File: config.mk
export PLATFORM = sky130hd
export DESIGN_NAME = preload_streamer_flat
export DESIGN_NICKNAME = d
export VERILOG_FILES = /design/src/rtl/preload_streamer_pkg.sv /design/src/rtl/preload_streamer_if.sv /design/src/rtl/preload_streamer_read_tag_pipe.sv /design/src/rtl/preload_streamer.sv /design/src/flat_wrapper.sv
export SDC_FILE = /design/constraint.sdc
export NUM_CORES = 1
export LEC_CHECK = 0
export CAP_MARGIN = 15
export CORE_MARGIN = 2
export CORE_UTILIZATION = 48
export DETAILED_ROUTE_END_ITERATION = 8
export PLACE_DENSITY = 0.8
export SLEW_MARGIN = 15
export SYNTH_ARGS = -nofsm -noshare
export SYNTH_HDL_FRONTEND = slang
export SYNTH_SLANG_ARGS = --single-unit
File: constraint.sdc
create_clock -name clock -period 3.4 [get_ports clock]
set_input_delay 0.68 -clock clock [delete_from_list [all_inputs] [get_ports clock]]
set_output_delay 0.68 -clock clock [all_outputs]
set_load 0.03 [all_outputs]
File: src/rtl/preload_streamer_pkg.sv
// Shared types and default sizing for the preprocess-load transmit path.
package preload_streamer_pkg;

    localparam int NUM_ENGINE  = 4;
    localparam int LIT_IDX_MAX = 16;
    localparam int MAX_CLA     = 256;
    localparam int ADDR_W      = 16;
    localparam int NODE_W      = 32;
    localparam int DUMMY_W     = 16;

    typedef logic [NODE_W-1:0]  node_t;
    typedef logic [DUMMY_W-1:0] dummy_entry_t;

    typedef struct packed {
        logic is_clause;
        logic first_of_engine;
    } beat_tag_t;

    typedef enum logic [1:0] {
        ST_IDLE = 2'd0,
        ST_CLA  = 2'd1,
        ST_PTR  = 2'd2,
        ST_DONE = 2'd3
    } state_t;

endpackage

File: src/rtl/preload_streamer_if.sv
// Source-memory read port plus loader beat outputs of the preload streamer.
interface preload_streamer_if
    import preload_streamer_pkg::*;
#(
    parameter int ADDR_W = preload_streamer_pkg::ADDR_W
) ();

    logic              src_rd_en;
    logic [ADDR_W-1:0] src_rd_addr;
    node_t             src_rd_data;
    node_t             clause_out;
    dummy_entry_t      ptr_out;
    logic              load_clause_out;
    logic              load_ptr_out;
    logic              load_change_engine_out;

    modport master (
        output src_rd_en, src_rd_addr, clause_out, ptr_out,
               load_clause_out, load_ptr_out, load_change_engine_out,
        input  src_rd_data
    );

    modport slave (
        input  src_rd_en, src_rd_addr, clause_out, ptr_out,
               load_clause_out, load_ptr_out, load_change_engine_out,
        output src_rd_data
    );

endinterface

File: src/rtl/preload_streamer_read_tag_pipe.sv
// Delay line carrying read-valid and beat tag alongside the source memory latency.
module preload_streamer_read_tag_pipe
    import preload_streamer_pkg::*;
#(
    parameter int STAGES = 1
) (
    input  logic      clock,
    input  logic      reset,
    input  logic      in_valid,
    input  beat_tag_t in_tag,
    output logic      out_valid,
    output beat_tag_t out_tag
);

    logic      valid_r [STAGES];
    beat_tag_t tag_r   [STAGES];

    // Shift tag/valid one stage per cycle; reset drops any in-flight read.
    always_ff @(posedge clock) begin
        if (reset) begin
            for (int i = 0; i < STAGES; i++) begin
                valid_r[i] <= 1'b0;
                tag_r[i]   <= '0;
            end
        end else begin
            valid_r[0] <= in_valid;
            tag_r[0]   <= in_tag;
            for (int i = 1; i < STAGES; i++) begin
                valid_r[i] <= valid_r[i-1];
                tag_r[i]   <= tag_r[i-1];
            end
        end
    end

    assign out_valid = valid_r[STAGES-1];
    assign out_tag   = tag_r[STAGES-1];

endmodule

File: src/rtl/preload_streamer.sv
// Streams a preprocessed image from source memory as per-engine clause beats
// followed by pointer beats, with a change-engine strobe on each engine's first beat.
module preload_streamer
    import preload_streamer_pkg::*;
#(
    parameter int NUM_ENGINE  = preload_streamer_pkg::NUM_ENGINE,
    parameter int LIT_IDX_MAX = preload_streamer_pkg::LIT_IDX_MAX,
    parameter int MAX_CLA     = preload_streamer_pkg::MAX_CLA,
    parameter int ADDR_W      = preload_streamer_pkg::ADDR_W,
    localparam int CW         = $clog2(MAX_CLA + 1)
) (
    input  logic                     clock,
    input  logic                     reset,
    input  logic                     start,
    input  logic                     pause,
    input  logic [NUM_ENGINE*CW-1:0] cla_count_in,
    preload_streamer_if.master       bus,
    output logic                     busy,
    output logic                     done
);

    localparam int PTR_BEATS = 2 * LIT_IDX_MAX;
    localparam int PW        = $clog2(PTR_BEATS) + 1;
    localparam int EW        = NUM_ENGINE;

    state_t            state_r, state_s;
    logic [CW-1:0]     cla_count_r [NUM_ENGINE];
    logic [EW-1:0]     engine_r;
    logic [CW-1:0]     cla_cnt_r;
    logic [PW-1:0]     ptr_cnt_r;
    logic [ADDR_W-1:0] addr_r;
    logic              first_r;
    logic              busy_r;
    logic              done_r;

    logic              issue_s;
    logic              last_cla_s;
    logic              last_ptr_s;
    logic              last_engine_s;
    logic [CW-1:0]     cur_count_s;
    logic [CW-1:0]     next_count_s;
    beat_tag_t         issue_tag_s;
    logic              ret_valid_s;
    beat_tag_t         ret_tag_s;

    // Read-issue qualifiers and count selection for the current/next engine.
    always_comb begin
        cur_count_s  = '0;
        next_count_s = '0;
        for (int e = 0; e < NUM_ENGINE; e++) begin
            if (engine_r == EW'(e)) begin
                cur_count_s = cla_count_r[e];
            end else begin
                cur_count_s = cur_count_s;
            end
            if ((engine_r + EW'(1)) == EW'(e)) begin
                next_count_s = cla_count_r[e];
            end else begin
                next_count_s = next_count_s;
            end
        end
        issue_s       = ((state_r == ST_CLA) || (state_r == ST_PTR)) && !pause;
        last_cla_s    = (cla_cnt_r + CW'(1)) == cur_count_s;
        last_ptr_s    = (ptr_cnt_r + PW'(1)) == PW'(PTR_BEATS);
        last_engine_s = engine_r == EW'(NUM_ENGINE - 1);
        issue_tag_s.is_clause       = (state_r == ST_CLA);
        issue_tag_s.first_of_engine = first_r;
    end

    // Next-state logic; engines with zero clauses go straight to pointer beats.
    always_comb begin
        state_s = state_r;
        case (state_r)
            ST_IDLE: begin
                if (start) begin
                    state_s = (cla_count_in[CW-1:0] == CW'(0)) ? ST_PTR : ST_CLA;
                end else begin
                    state_s = ST_IDLE;
                end
            end
            ST_CLA: begin
                if (issue_s && last_cla_s) begin
                    state_s = ST_PTR;
                end else begin
                    state_s = ST_CLA;
                end
            end
            ST_PTR: begin
                if (issue_s && last_ptr_s) begin
                    if (last_engine_s) begin
                        state_s = ST_DONE;
                    end else if (next_count_s == CW'(0)) begin
                        state_s = ST_PTR;
                    end else begin
                        state_s = ST_CLA;
                    end
                end else begin
                    state_s = ST_PTR;
                end
            end
            ST_DONE: state_s = ST_IDLE;
            default: state_s = ST_IDLE;
        endcase
    end

    // State register, latched counts, read counters and status flags.
    always_ff @(posedge clock) begin
        if (reset) begin
            state_r   <= ST_IDLE;
            engine_r  <= '0;
            cla_cnt_r <= '0;
            ptr_cnt_r <= '0;
            addr_r    <= '0;
            first_r   <= 1'b0;
            busy_r    <= 1'b0;
            done_r    <= 1'b0;
            for (int e = 0; e < NUM_ENGINE; e++) begin
                cla_count_r[e] <= '0;
            end
        end else begin
            state_r <= state_s;
            // The final beat returns while in DONE, so done lands one cycle after it.
            done_r  <= (state_r == ST_DONE);
            if ((state_r == ST_IDLE) && start) begin
                for (int e = 0; e < NUM_ENGINE; e++) begin
                    cla_count_r[e] <= cla_count_in[e*CW +: CW];
                end
                engine_r  <= '0;
                cla_cnt_r <= '0;
                ptr_cnt_r <= '0;
                addr_r    <= '0;
                first_r   <= 1'b1;
                busy_r    <= 1'b1;
            end else if (state_r == ST_DONE) begin
                busy_r <= 1'b0;
            end else if (issue_s) begin
                addr_r  <= addr_r + ADDR_W'(1);
                first_r <= 1'b0;
                if (state_r == ST_CLA) begin
                    cla_cnt_r <= last_cla_s ? CW'(0) : (cla_cnt_r + CW'(1));
                end else if (last_ptr_s) begin
                    ptr_cnt_r <= '0;
                    if (!last_engine_s) begin
                        engine_r <= engine_r + EW'(1);
                        first_r  <= 1'b1;
                    end
                end else begin
                    ptr_cnt_r <= ptr_cnt_r + PW'(1);
                end
            end
        end
    end

    preload_streamer_read_tag_pipe #(.STAGES(1)) u_tag_pipe (
        .clock     (clock),
        .reset     (reset),
        .in_valid  (issue_s),
        .in_tag    (issue_tag_s),
        .out_valid (ret_valid_s),
        .out_tag   (ret_tag_s)
    );

    // Beat outputs follow the returning memory word directly to keep 2-cycle latency.
    always_comb begin
        bus.src_rd_en              = issue_s;
        bus.src_rd_addr            = addr_r;
        bus.load_clause_out        = ret_valid_s && ret_tag_s.is_clause;
        bus.load_ptr_out           = ret_valid_s && !ret_tag_s.is_clause;
        bus.load_change_engine_out = ret_valid_s && ret_tag_s.first_of_engine &&
                                     (engine_r != EW'(0));
        if (ret_valid_s) begin
            bus.clause_out = bus.src_rd_data;
            bus.ptr_out    = bus.src_rd_data[DUMMY_W-1:0];
        end else begin
            bus.clause_out = '0;
            bus.ptr_out    = '0;
        end
    end

    assign busy = busy_r;
    assign done = done_r;

endmodule

File: src/flat_wrapper.sv
// flat-port wrapper written by rule: the top's interface ports become plain ports
module preload_streamer_flat import preload_streamer_pkg::*;
#(
    parameter int NUM_ENGINE  = preload_streamer_pkg::NUM_ENGINE,
    parameter int LIT_IDX_MAX = preload_streamer_pkg::LIT_IDX_MAX,
    parameter int MAX_CLA     = preload_streamer_pkg::MAX_CLA,
    parameter int ADDR_W      = preload_streamer_pkg::ADDR_W,
    localparam int CW         = $clog2(MAX_CLA + 1)
)
  (clock, reset, start, pause, cla_count_in, busy, done, bus_src_rd_en, bus_src_rd_addr, bus_clause_out, bus_ptr_out, bus_load_clause_out, bus_load_ptr_out, bus_load_change_engine_out, bus_src_rd_data);
  preload_streamer_if #(.ADDR_W(ADDR_W)) bus_i ();
  input  logic clock;
  input  logic reset;
  input  logic start;
  input  logic pause;
  input  logic [NUM_ENGINE*CW-1:0] cla_count_in;
  output logic busy;
  output logic done;
  output wire logic [$bits(bus_i.src_rd_en)-1:0] bus_src_rd_en;
  output wire logic [$bits(bus_i.src_rd_addr)-1:0] bus_src_rd_addr;
  output wire logic [$bits(bus_i.clause_out)-1:0] bus_clause_out;
  output wire logic [$bits(bus_i.ptr_out)-1:0] bus_ptr_out;
  output wire logic [$bits(bus_i.load_clause_out)-1:0] bus_load_clause_out;
  output wire logic [$bits(bus_i.load_ptr_out)-1:0] bus_load_ptr_out;
  output wire logic [$bits(bus_i.load_change_engine_out)-1:0] bus_load_change_engine_out;
  input wire logic [$bits(bus_i.src_rd_data)-1:0] bus_src_rd_data;
  assign bus_src_rd_en = bus_i.src_rd_en;
  assign bus_src_rd_addr = bus_i.src_rd_addr;
  assign bus_clause_out = bus_i.clause_out;
  assign bus_ptr_out = bus_i.ptr_out;
  assign bus_load_clause_out = bus_i.load_clause_out;
  assign bus_load_ptr_out = bus_i.load_ptr_out;
  assign bus_load_change_engine_out = bus_i.load_change_engine_out;
  assign bus_i.src_rd_data = bus_src_rd_data;
  preload_streamer #(.NUM_ENGINE(NUM_ENGINE), .LIT_IDX_MAX(LIT_IDX_MAX), .MAX_CLA(MAX_CLA), .ADDR_W(ADDR_W)) u_core (.clock(clock), .reset(reset), .start(start), .pause(pause), .cla_count_in(cla_count_in), .bus(bus_i), .busy(busy), .done(done));
endmodule
# Word level (Yosys, flattened, before mapping)

Memories as Yosys holds them, arrays and structs flattened.
Cells that the tools add are included.

Logic and storage cells: 102
Bits in writable memories: 39
Register bits: 40
Memories: 3

Reduce and logical (&&, ||, !) cells: 27
Equality and inequality tests: 12
Bitwise logic cells: 7
$add $sub $neg: 4
Muxes and demuxes: 41

Memory list:

| name                      | words | width | rd ports | clocked after memory_dff | wr ports | line                                 | RTL |
|---|---|---|---|---|---|---|---|
| u_core.cla_count_r        | 4     | 9     | 4        | 0                        | 4        | preload_streamer.sv:27               | `logic [CW-1:0] cla_count_r [NUM_ENGINE];` |
| u_core.u_tag_pipe.tag_r   | 1     | 2     | 1        | 0                        | 1        | preload_streamer_read_tag_pipe.sv:16 | `beat_tag_t tag_r [STAGES];` |
| u_core.u_tag_pipe.valid_r | 1     | 1     | 1        | 0                        | 1        | preload_streamer_read_tag_pipe.sv:15 | `logic valid_r [STAGES];` |

Operators by type and width:

| kind                                                | number |
|---|---|
| 2-to-1 mux 9 bit                                    | 13 |
| 2-to-1 mux 32 bit                                   | 1 |
| logical NOT 9 bit                                   | 2 |
| 2-to-1 mux 1 bit                                    | 17 |
| adder 16 x 1 -> 16 bit, second input constant       | 1 |
| equality test 4 x 2 -> 1 bit, second input constant | 4 |
| 2-to-1 mux 16 bit                                   | 1 |
| 2-to-1 mux 2 bit                                    | 7 |
| adder 9 x 1 -> 9 bit, second input constant         | 1 |
| equality test 9 bit                                 | 1 |
| equality test 4 x 1 -> 1 bit, second input constant | 2 |
| logical AND 1 bit                                   | 8 |
| logical NOT 4 bit                                   | 2 |
| case mux 2 bit (4 select lines)                     | 1 |
| adder 6 x 1 -> 6 bit, second input constant         | 1 |
| equality test 6 bit, second input constant          | 1 |
| 2-to-1 mux 6 bit                                    | 1 |
| AND reduction 3 bit                                 | 2 |
| AND reduction 5 bit                                 | 1 |
| adder 4 x 1 -> 4 bit, second input constant         | 1 |
| equality test 2 bit, second input constant          | 2 |
| bitwise OR 1 bit                                    | 4 |
| AND reduction 2 bit                                 | 2 |
| nonzero test 2 bit                                  | 2 |
| other kinds (9)                                     | 13 |

# Depth between registers and ports, before layout

Gate-level depths: netlist (run 1).

Depth after elaboration: 11
Depth in mapped cells: 12
Gate-level depth less buffers: 9

# Hierarchy

A second synthesis (run 1) with hierarchy kept.

Cell total of the unflattened synthesis: 488
Area total of the unflattened synthesis: 4430.5 µm²

Modules (own cells, without submodules):

| module                         | cells each | instances | area each (µm²) |
|---|---|---|---|
| preload_streamer               | 482        | 1         | 4351.7 |
| preload_streamer_read_tag_pipe | 6          | 1         | 78.8 |

# Worst setup path after synthesis (run 1)

Ideal clock, no wire load.

Path type: register -> register
Start: register u_core.engine_r[0]
End: register u_core.cla_cnt_r[0]
Stages on the path, launching flop included: 11
Clock period less this slack: 2.666 ns
Setup slack: 0.734 ns
Data required time: 3.279 ns
Buffers on the path: 1
Arrival: 2.545 ns
Cells stage by stage: dfxtp_1 inv_1 ha_1 nor2b_2 a221oi_1 mux2_4 nor4b_1 a211oi_1 a2111oi_2 buf_6 o21ai_0

Cells in the longest elaborated chain, start to end: 7

RTL lines:

| element                        | line                    | RTL |
|---|---|---|
| start, declared                | preload_streamer.sv:28  | `logic [EW-1:0] engine_r;` |
| start signal, assigned         | preload_streamer.sv:144 | `engine_r <= engine_r + EW'(1);` |
| logical NOT 4 bit              | preload_streamer.sv:51  | `if (engine_r == EW'(e)) begin` |
| 2-to-1 mux 9 bit (3 in series) | preload_streamer.sv:51  |  |
| 2-to-1 mux 9 bit (*)           | preload_streamer.sv:51  |  |
| equality test 9 bit (*)        | preload_streamer.sv:63  | `last_cla_s = (cla_cnt_r + CW'(1)) == cur_count_s;` |
| 2-to-1 mux 9 bit (*)           | preload_streamer.sv:140 | `cla_cnt_r <= last_cla_s ? CW'(0) : (cla_cnt_r + CW'(1));` |
| end signal, assigned           | preload_streamer.sv:140 |  |
| end, declared                  | preload_streamer.sv:29  | `logic [CW-1:0] cla_cnt_r;` |

Mark *: on every way between the ends. The rest lies on a longest branch, timed or not.
A chain may end at the register's enable or synchronous reset.

# Worst setup path in the final report (run 1)

Start: register u_core.engine_r[1]
End: register u_core.cla_cnt_r[7]

The elaborated chain is that of the path after synthesis.

==> reports/summary.txt, run 1 <==
Area grow syn2layout: 33.35%
Post-route ant nets: 0
Min-Delay Path Class: register to register
Critical Path AT: 3.38 ns
Ys flop type: dfxtp_1
Syn_nets: 580
Crit path time final: 3.123 ns
Number of global-route vias before repair: 3713
Clock Path Buffers: 2
Fin crit share: 0.9184
# IOs: 142
Clock Sinks: 79
Drt pass-1 iters: 5
Cell Rows: 35
Outcome: complete, no violations
Largest net degree at the start of global routing: 50
Worst Setup End Kind: register
Top-area cell type share of the netlist area: 0.2337
Max Clk Rate: 320.3 MHz
Nets: 698
GRT overflow: 0
Routed wire length per instance: 15.76 µm
Placed Area: 0.005966 mm²
Max Slew Vio Count: 0
Synth unique cells: 57
Via count: 3925
Final HPWL DP: 9180 µm
PwrDens: 331.1 mW/mm²
Sequential fraction of the synthesis area: 0.4198
Die ar.: 0.01044 mm²
Die width: 102.2 µm
Crit path kind: register to register
Clk_skew: 0.009694 ns
Share of cells above drive strength 1: 0.05519
Chip height: 102.2 µm
Hold-fix buffers at CTS: 0
IO Port Bufs: 141
CTS tree: done
Async SR Flop Fraction: 0
Clock Tree Root: clkbuf_8
Register bit total from synthesis: 79
Post-route DRC: 0
YS warnings: 0
Fin area: 0.006168 mm²
Leading area contributor after synthesis: edfxtp_1
Peak supply drop: 0.2972 mV
All-layer global routing usage: 0.2276
Final RePlAce weighted congestion: 0.8555
Vias per Instance: 5.268
Cells after Synth: 493
CP startpoint kind: register
Critical path required time: 3.65 ns
CP Max Fanout: 17
Synthesized area: 0.004626 mm²
Slew Limit Headroom: 0.5801
Final-report hold violation count: 0
Max-cap viol count: 0
CTS H-tree lvls: 3
First-pass GRT wire length: 18310 µm
Setup TNS: 0 ns
LEAKAGE: 2.247 nW
Initial Util: 0.4982
Num CTS Buffers: 9
Skew-Pair Late Insertion Delay: 0.36 ns
Avg Cell Area, Syn: 9.383 µm²
Area of the core: 0.009284 mm²
DR iter-0 viols: 125
Setup Buffers After CTS: 0
Post-CTS Resized: 0
Top post-synthesis cells by area: edfxtp_1, dfxtp_1, and2_1
Diodes inserted: 0
RSZ-0062 raised after global routing: false
Setup violation total in the final timing report: 0
Routed Wire Length: 11740 µm
Worst Tran Pin Value: 0.6299 ns
Post-synth EDFFs: 36
Initial antenna violation count: 0
Clock input transition at the sequential cells of the worst setup and hold paths: 0.09 ns
-- state kept, by name, summed over array words and instances, names as in the netlist --
name and count:
u_core.busy 1, u_core.done 1, u_core.cla_count_r 36, u_core.ptr_cnt_r 6, u_core.cla_cnt_r 9, u_core.state_r 2
u_core.bus.src_rd_addr 16, u_core.engine_r 4, u_core.first_r 1, u_core.u_tag_pipe.tag_r 2, u_core.u_tag_pipe.valid_r 1
-- per-layer routing --
metal	share of wire	global-route usage	wire length (µm)	vias to the layer above
li1	-	-	-	1941
met1	0.41	0.2655	4762	1803
met2	0.51	0.4211	5986	166
met3	0.072	0.03557	846	15
met4	0.013	0.08205	148	0
met5	0	0	0	-
-- Yosys cell counts, types with 10 or more instances --
cell / count
nand2_1: 32
ha_1: 15
xnor2_1: 14
a21oi_1: 16
edfxtp_1: 36
o21ai_0: 15
xor2_1: 20
a211oi_1: 11
nor2_1: 43
inv_1: 12
nand3_1: 16
and2_1: 73
clkbuf_1: 12
buf_4: 17
nor2b_1: 10
dfxtp_1: 43
-- final timing paths --
kind | to | slack [ns] | depth (start not counted) | start
setup / recovery | u_core.cla_cnt_r[7] | 0.28 | 10 | u_core.engine_r[1]
hold / removal | u_core.u_tag_pipe.tag_r[0][0] | 0.48 | 1 | u_core.first_r
setup reg to reg | u_core.cla_cnt_r[7] | 0.28 | 10 | u_core.engine_r[1]
hold reg to reg | u_core.u_tag_pipe.tag_r[0][0] | 0.48 | 1 | u_core.first_r
-- final cells by class --
class | instances | area (µm²)
Inverter | 13 | 48.80
Clock inverter | 6 | 53.80
Timing Repair Buffer | 147 | 1469
Tap cell | 129 | 161.4
Multi-Input combinational cell | 361 | 2345
Sequential cell | 79 | 1942
Fill cell | 749 | 3115
Clock buffer | 10 | 148.9
-- power breakdown --
group	switching, mW	total (mW)	internal, mW
Combinational	0.118	0.261	0.143
Sequential	0.0299	1.07	1.04
Clock	0.389	0.714	0.326
-- critical path, stage by stage (launching register included) --
cell       delay (ns)
dfxtp_1          0.40
inv_1            0.13
ha_1             0.48
nor2b_2          0.13
a221oi_1         0.39
mux2_4           0.35
or2_2            0.29
a211oi_1         0.25
a2111oi_2        0.08
buf_4            0.19
o41ai_1          0.32
-- placed cells by master, fill, tap and decap left out, types with 2 or more instances in the layout --
cell | synthesis | final
and2b_2 | 2 | 2
buf_4 | 17 | 5
nor2_1 | 43 | 43
edfxtp_1 | 36 | 36
a31oi_1 | 4 | 4
nand2_1 | 32 | 32
and2_1 | 73 | 73
inv_8 | 0 | 2
nand3b_1 | 4 | 4
a211oi_2 | 2 | 2
a21oi_1 | 16 | 16
clkbuf_8 | 5 | 9
nand4_1 | 8 | 8
mux2i_1 | 2 | 2
o21ai_0 | 15 | 15
a221oi_1 | 4 | 4
nand2b_1 | 4 | 4
ha_1 | 15 | 15
xnor2_1 | 14 | 14
or3_1 | 7 | 7
a32oi_1 | 2 | 2
nor2b_1 | 10 | 10
nor4_1 | 9 | 9
inv_6 | 0 | 2
nor4b_1 | 3 | 3
o211ai_1 | 2 | 2
o41ai_1 | 2 | 2
a211oi_1 | 11 | 11
a22oi_1 | 2 | 2
dfxtp_1 | 43 | 43
nor3b_1 | 3 | 3
nor3_1 | 7 | 7
and4b_1 | 2 | 2
and3_1 | 7 | 7
inv_1 | 12 | 12
clkdlybuf4s50_1 | 0 | 141
nand3_1 | 16 | 16
xor2_1 | 20 | 20
and4_1 | 3 | 3
-- metrics by stage --
step / cells / power, mW / setup WS (ns) / hold WS [ns] / utilization
after floorplan: 493 / 1.209 / 0.7338 / 0.4312 / -
after global placement: 729 / 1.343 / 0.4863 / 0.4420 / 0.6426
after detailed placement: 729 / 1.350 / 0.3503 / 0.4697 / 0.6426
after CTS: 745 / 2.055 / 0.3353 / 0.4791 / 0.6644
after global routing: 745 / 2.113 / 0.01146 / 0.4864 / 0.6644
final: 745 / 2.042 / 0.2775 / 0.4778 / 0.6644
-- logic make-up after synthesis --
| family | Yosys count | share of synthesized area |
|---|---|---|
| simple gates | 240 | 0.2878 |
| mux | 3 | 0.007573 |
| fa+ha+maj | 15 | 0.04057 |
| flops | 79 | 0.4198 |
| buf+inv | 53 | 0.07330 |
| xor+xnor | 34 | 0.06438 |
| compound gates | 69 | 0.1066 |
Power figures use the tool's default switching activity.
==> run 2: changes to the inputs <==
--- a/config.mk
+++ b/config.mk
@@ -5,11 +5,12 @@
 export SDC_FILE = /design/constraint.sdc
 export NUM_CORES = 1
 export LEC_CHECK = 0
+export ABC_AREA = 1
 export CAP_MARGIN = 15
 export CORE_MARGIN = 2
 export CORE_UTILIZATION = 48
 export DETAILED_ROUTE_END_ITERATION = 8
-export PLACE_DENSITY = 0.8
+export PLACE_DENSITY = 0.79
 export SLEW_MARGIN = 15
 export SYNTH_ARGS = -nofsm -noshare
 export SYNTH_HDL_FRONTEND = slang
==> run 2 against run 1 <==
- critical path depth fell by 4
- first-iteration DRC count up 100%
- via count grew 12%
- sequential share of layout area fell by 0.91 points
- non-clock buffer count shrank 2
- core utilization is 0.54 points lower
- largest power group unchanged
==> reports/summary.txt, run 2 <==
# IOs: 142 (unchanged)
Die width: 103.1 µm (was 102.2 µm)
Post-route ant nets: 0 (unchanged)
Max FFs per register: 36 (unchanged)
Final core utilization: 0.6590 (was 0.6644)
CP Max Fanout: 8 (was 17)
Share of cells above drive strength 1: 0.06186 (was 0.05519)
Final-report hold violation count: 0 (unchanged)
Fin crit share: 0.8502 (was 0.9184)
Top-area cell type share of the netlist area: 0.2294 (was 0.2337)
Post-synth EDFFs: 36 (unchanged)
Critical Path AT: 2.21 ns (was 3.38 ns)
Outcome: complete, no violations (unchanged)
Leading area contributor after synthesis: edfxtp_1 (unchanged)
Clock Path Buffers: 2 (unchanged)
Clock input transition at the sequential cells of the worst setup and hold paths: 0.08 ns (was 0.09 ns)
Chip height: 103.1 µm (was 102.2 µm)
Worst Tran Pin Value: 0.6296 ns (was 0.6299 ns)
Syn_nets: 734 (was 580)
Async SR Flop Fraction: 0 (unchanged)
Clk_skew: 0.009310 ns (was 0.009694 ns)
Worst Setup End Kind: output pin (was register)
Sequential fraction of the synthesis area: 0.4120 (was 0.4198)
Top post-synthesis cells by area: edfxtp_1, dfxtp_1, nand2_1 (was edfxtp_1, dfxtp_1, and2_1)
Initial Util: 0.4890 (was 0.4982)
FF-to-FF path depth: 15 (was 10)
Number of global-route vias before repair: 4214 (was 3713)
Final RePlAce weighted congestion: 0.9888 (was 0.8555)
First-pass GRT wire length: 18390 µm (was 18310 µm)
Die ar.: 0.01063 mm² (was 0.01044 mm²)
Hold-fix buffers at CTS: 0 (unchanged)
Via count: 4388 (was 3925)
CTS tree: done (unchanged)
CP Cell Sequence: inv_1 > ha_1 > inv_1 > nor2_1 > nor2_1 > clkdlybuf4s50_1 (was inv_1 > ha_1 > nor2b_2 > a221oi_1 > mux2_4 > or2_2 > a211oi_1 > a2111oi_2 > buf_4 > o41ai_1)
Critical path required time: 2.72 ns (was 3.65 ns)
Routed Wire Length: 11560 µm (was 11740 µm)
CTS H-tree lvls: 3 (unchanged)
Clock Sinks: 79 (unchanged)
Max Clk Rate: 345.9 MHz (was 320.3 MHz)
Nets: 858 (was 698)
Crit path kind: register to output pin (was register to register)
Most frequent cells in the layout: clkdlybuf4s50_1, nand2_1, inv_1 (was clkdlybuf4s50_1, and2_1, nor2_1, dfxtp_1, edfxtp_1)
Register bit total from synthesis: 79 (unchanged)
Max Slew Vio Count: 0 (unchanged)
RSZ-0062 raised after global routing: false (unchanged)
All-layer global routing usage: 0.2193 (was 0.2276)
Cells after Synth: 647 (was 493)
Hold EP: u_core.u_tag_pipe.tag_r[0][0] (unchanged)
Reg-to-reg endpoint: u_core.state_r[0] (was u_core.cla_cnt_r[7])
IO Port Bufs: 141 (unchanged)
Largest net degree at the start of global routing: 37 (was 50)
Slowest CP cell: clkdlybuf4s50_1 (was ha_1)
Hold path startpoint: u_core.first_r (unchanged)
DR iter-0 viols: 256 (was 125)
Post-route DRC: 0 (unchanged)
Vias per Instance: 4.827 (was 5.268)
Synth unique cells: 38 (was 57)
CP startpoint kind: register (unchanged)
Most frequent cell after synthesis: nand2_1 (was and2_1)
Area grow syn2layout: 34.78% (was 33.35%)
Hold Path Depth: 2 (was 1)
Synth cell count leaders: nand2_1, inv_1, nor2_1 (was and2_1, dfxtp_1, nor2_1)
Area of the core: 0.009639 mm² (was 0.009284 mm²)
YS warnings: 0 (unchanged)
Skew-Pair Late Insertion Delay: 0.36 ns (about the same)
Setup Buffers After CTS: 0 (unchanged)
Routed wire length per instance: 12.72 µm (was 15.76 µm)
CP max stage delay: 0.60 ns (was 0.48 ns)
Most common cell after layout, fill and taps aside: clkdlybuf4s50_1 (unchanged)
Drt pass-1 iters: 4 (was 5)
Post-CTS Resized: 0 (unchanged)
Peak supply drop: 0.2351 mV (was 0.2972 mV)
Avg Cell Area, Syn: 7.285 µm² (was 9.383 µm²)
Top reg by flops: u_core.cla_count_r (unchanged)
Reg-to-Reg Start: u_core.engine_r[1] (unchanged)
Setup slack, reg-to-reg: 0.90 ns (was 0.28 ns)
Final HPWL DP: 8865 µm (was 9180 µm)
Ys flop type: dfxtp_1 (unchanged)
Slew Limit Headroom: 0.5802 (was 0.5801)
Setup TNS: 0 ns (unchanged)
Num CTS Buffers: 9 (unchanged)
GRT overflow: 0 (unchanged)
Setup violation total in the final timing report: 0 (unchanged)
Clock Tree Root: clkbuf_8 (unchanged)
Max-cap viol count: 0 (unchanged)
Crit path time final: 2.891 ns (was 3.123 ns)
Synthesized area: 0.004713 mm² (was 0.004626 mm²)
Diodes inserted: 0 (unchanged)
LEAKAGE: 2.836 nW (was 2.247 nW)
Cell Rows: 36 (was 35)
Min-Delay Path Class: register to register (unchanged)
PwrDens: 341.3 mW/mm² (was 331.1 mW/mm²)
Initial antenna violation count: 0 (unchanged)
==> run 2: changes by cell type in the layout (fill, tap and decap cells not counted), sizes merged, moves of 6 or more <==
cell and delta:
nor2b -11, inv +113, xor2 -11, or3 -6
xnor2 -11, a211oi -11, a21oi +13, and3 -7
o21ai +6, nand3 +39, nand2 +116, and2 -73
nor2 +34
==> run 2: through the flow <==
stage	setup slack (ns)	hold slack [ns]	cells	power (mW)	area, µm²
5_1_grt	0.3737	0.4553	909	2.244	6352
4_1_cts	0.5194	0.4239	909	2.180	6352
2_1_floorplan	0.5930	0.4027	647	1.212	4713
6_report	0.5092	0.4236	909	2.168	6352
3_5_place_dp	0.6196	0.4103	893	1.352	6117
3_3_place_gp	0.6404	0.4138	893	1.345	6117
==> run 2: report_power, final <==
part,internal (mW),switching [mW]
Combinational,0.133,0.140
Sequential,1.04,0.0237
Clock,0.487,0.348
Total,1.66,0.512
==> run 2: worst max-delay path: cells and delay by family, from the launching register on <==
family	cells	cell delay, ns
adder cells (fa/ha/maj)	1	0.33
buffers and inverters	3	0.83
flip-flops	1	0.36
AND/OR/NAND/NOR	2	0.34
==> run 2: worst max-delay path by stage <==
| stage | from | end | slack, ns | cells past startpoint |
|---|---|---|---|---|
| 2_1_floorplan | reset | u_core.cla_count_r[0][0] | 0.59 | 4 |
| 3_3_place_gp | pause | bus_src_rd_en | 0.64 | 3 |
| 3_5_place_dp | pause | bus_src_rd_en | 0.62 | 3 |
| 4_1_cts | u_core.engine_r[0] | bus_load_change_engine_out | 0.52 | 6 |
| 5_1_grt | u_core.engine_r[0] | bus_load_change_engine_out | 0.37 | 6 |
| 6_report | u_core.engine_r[0] | bus_load_change_engine_out | 0.51 | 6 |
==> run 2: layout make-up <==
type / instances / area [µm²]
clock buffer: 10 / 127.6
timing repair buffer: 145 / 1441
sequential: 79 / 1942
multi-input combinational: 403 / 2068
inverter: 133 / 499.2
clock inverter: 6 / 107.6
fill: 848 / 3287
tap: 133 / 166.4
==> run 2: cells by family (layout without fill, tap and decap cells) <==
| logic type | after synthesis | count (layout) | share of synthesized area |
|---|---|---|---|
| xor+xnor | 12 | 12 | 0.02230 |
| fa+ha+maj | 15 | 15 | 0.03982 |
| buf+inv | 165 | 294 | 0.1492 |
| compound gates | 55 | 55 | 0.06212 |
| flops | 79 | 79 | 0.4120 |
| simple gates | 321 | 321 | 0.3146 |
==> run 2: layer usage <==
| layer | vias up | share of wire | global-route usage |
|---|---|---|---|
| met2 | 156 | 0.50 | 0.4111 |
| met4 | 0 | 0.028 | 0.09413 |
| met5 | - | 0 | 0 |
| met1 | 1956 | 0.40 | 0.2385 |
| li1 | 2252 | - | - |
| met3 | 24 | 0.073 | 0.04339 |
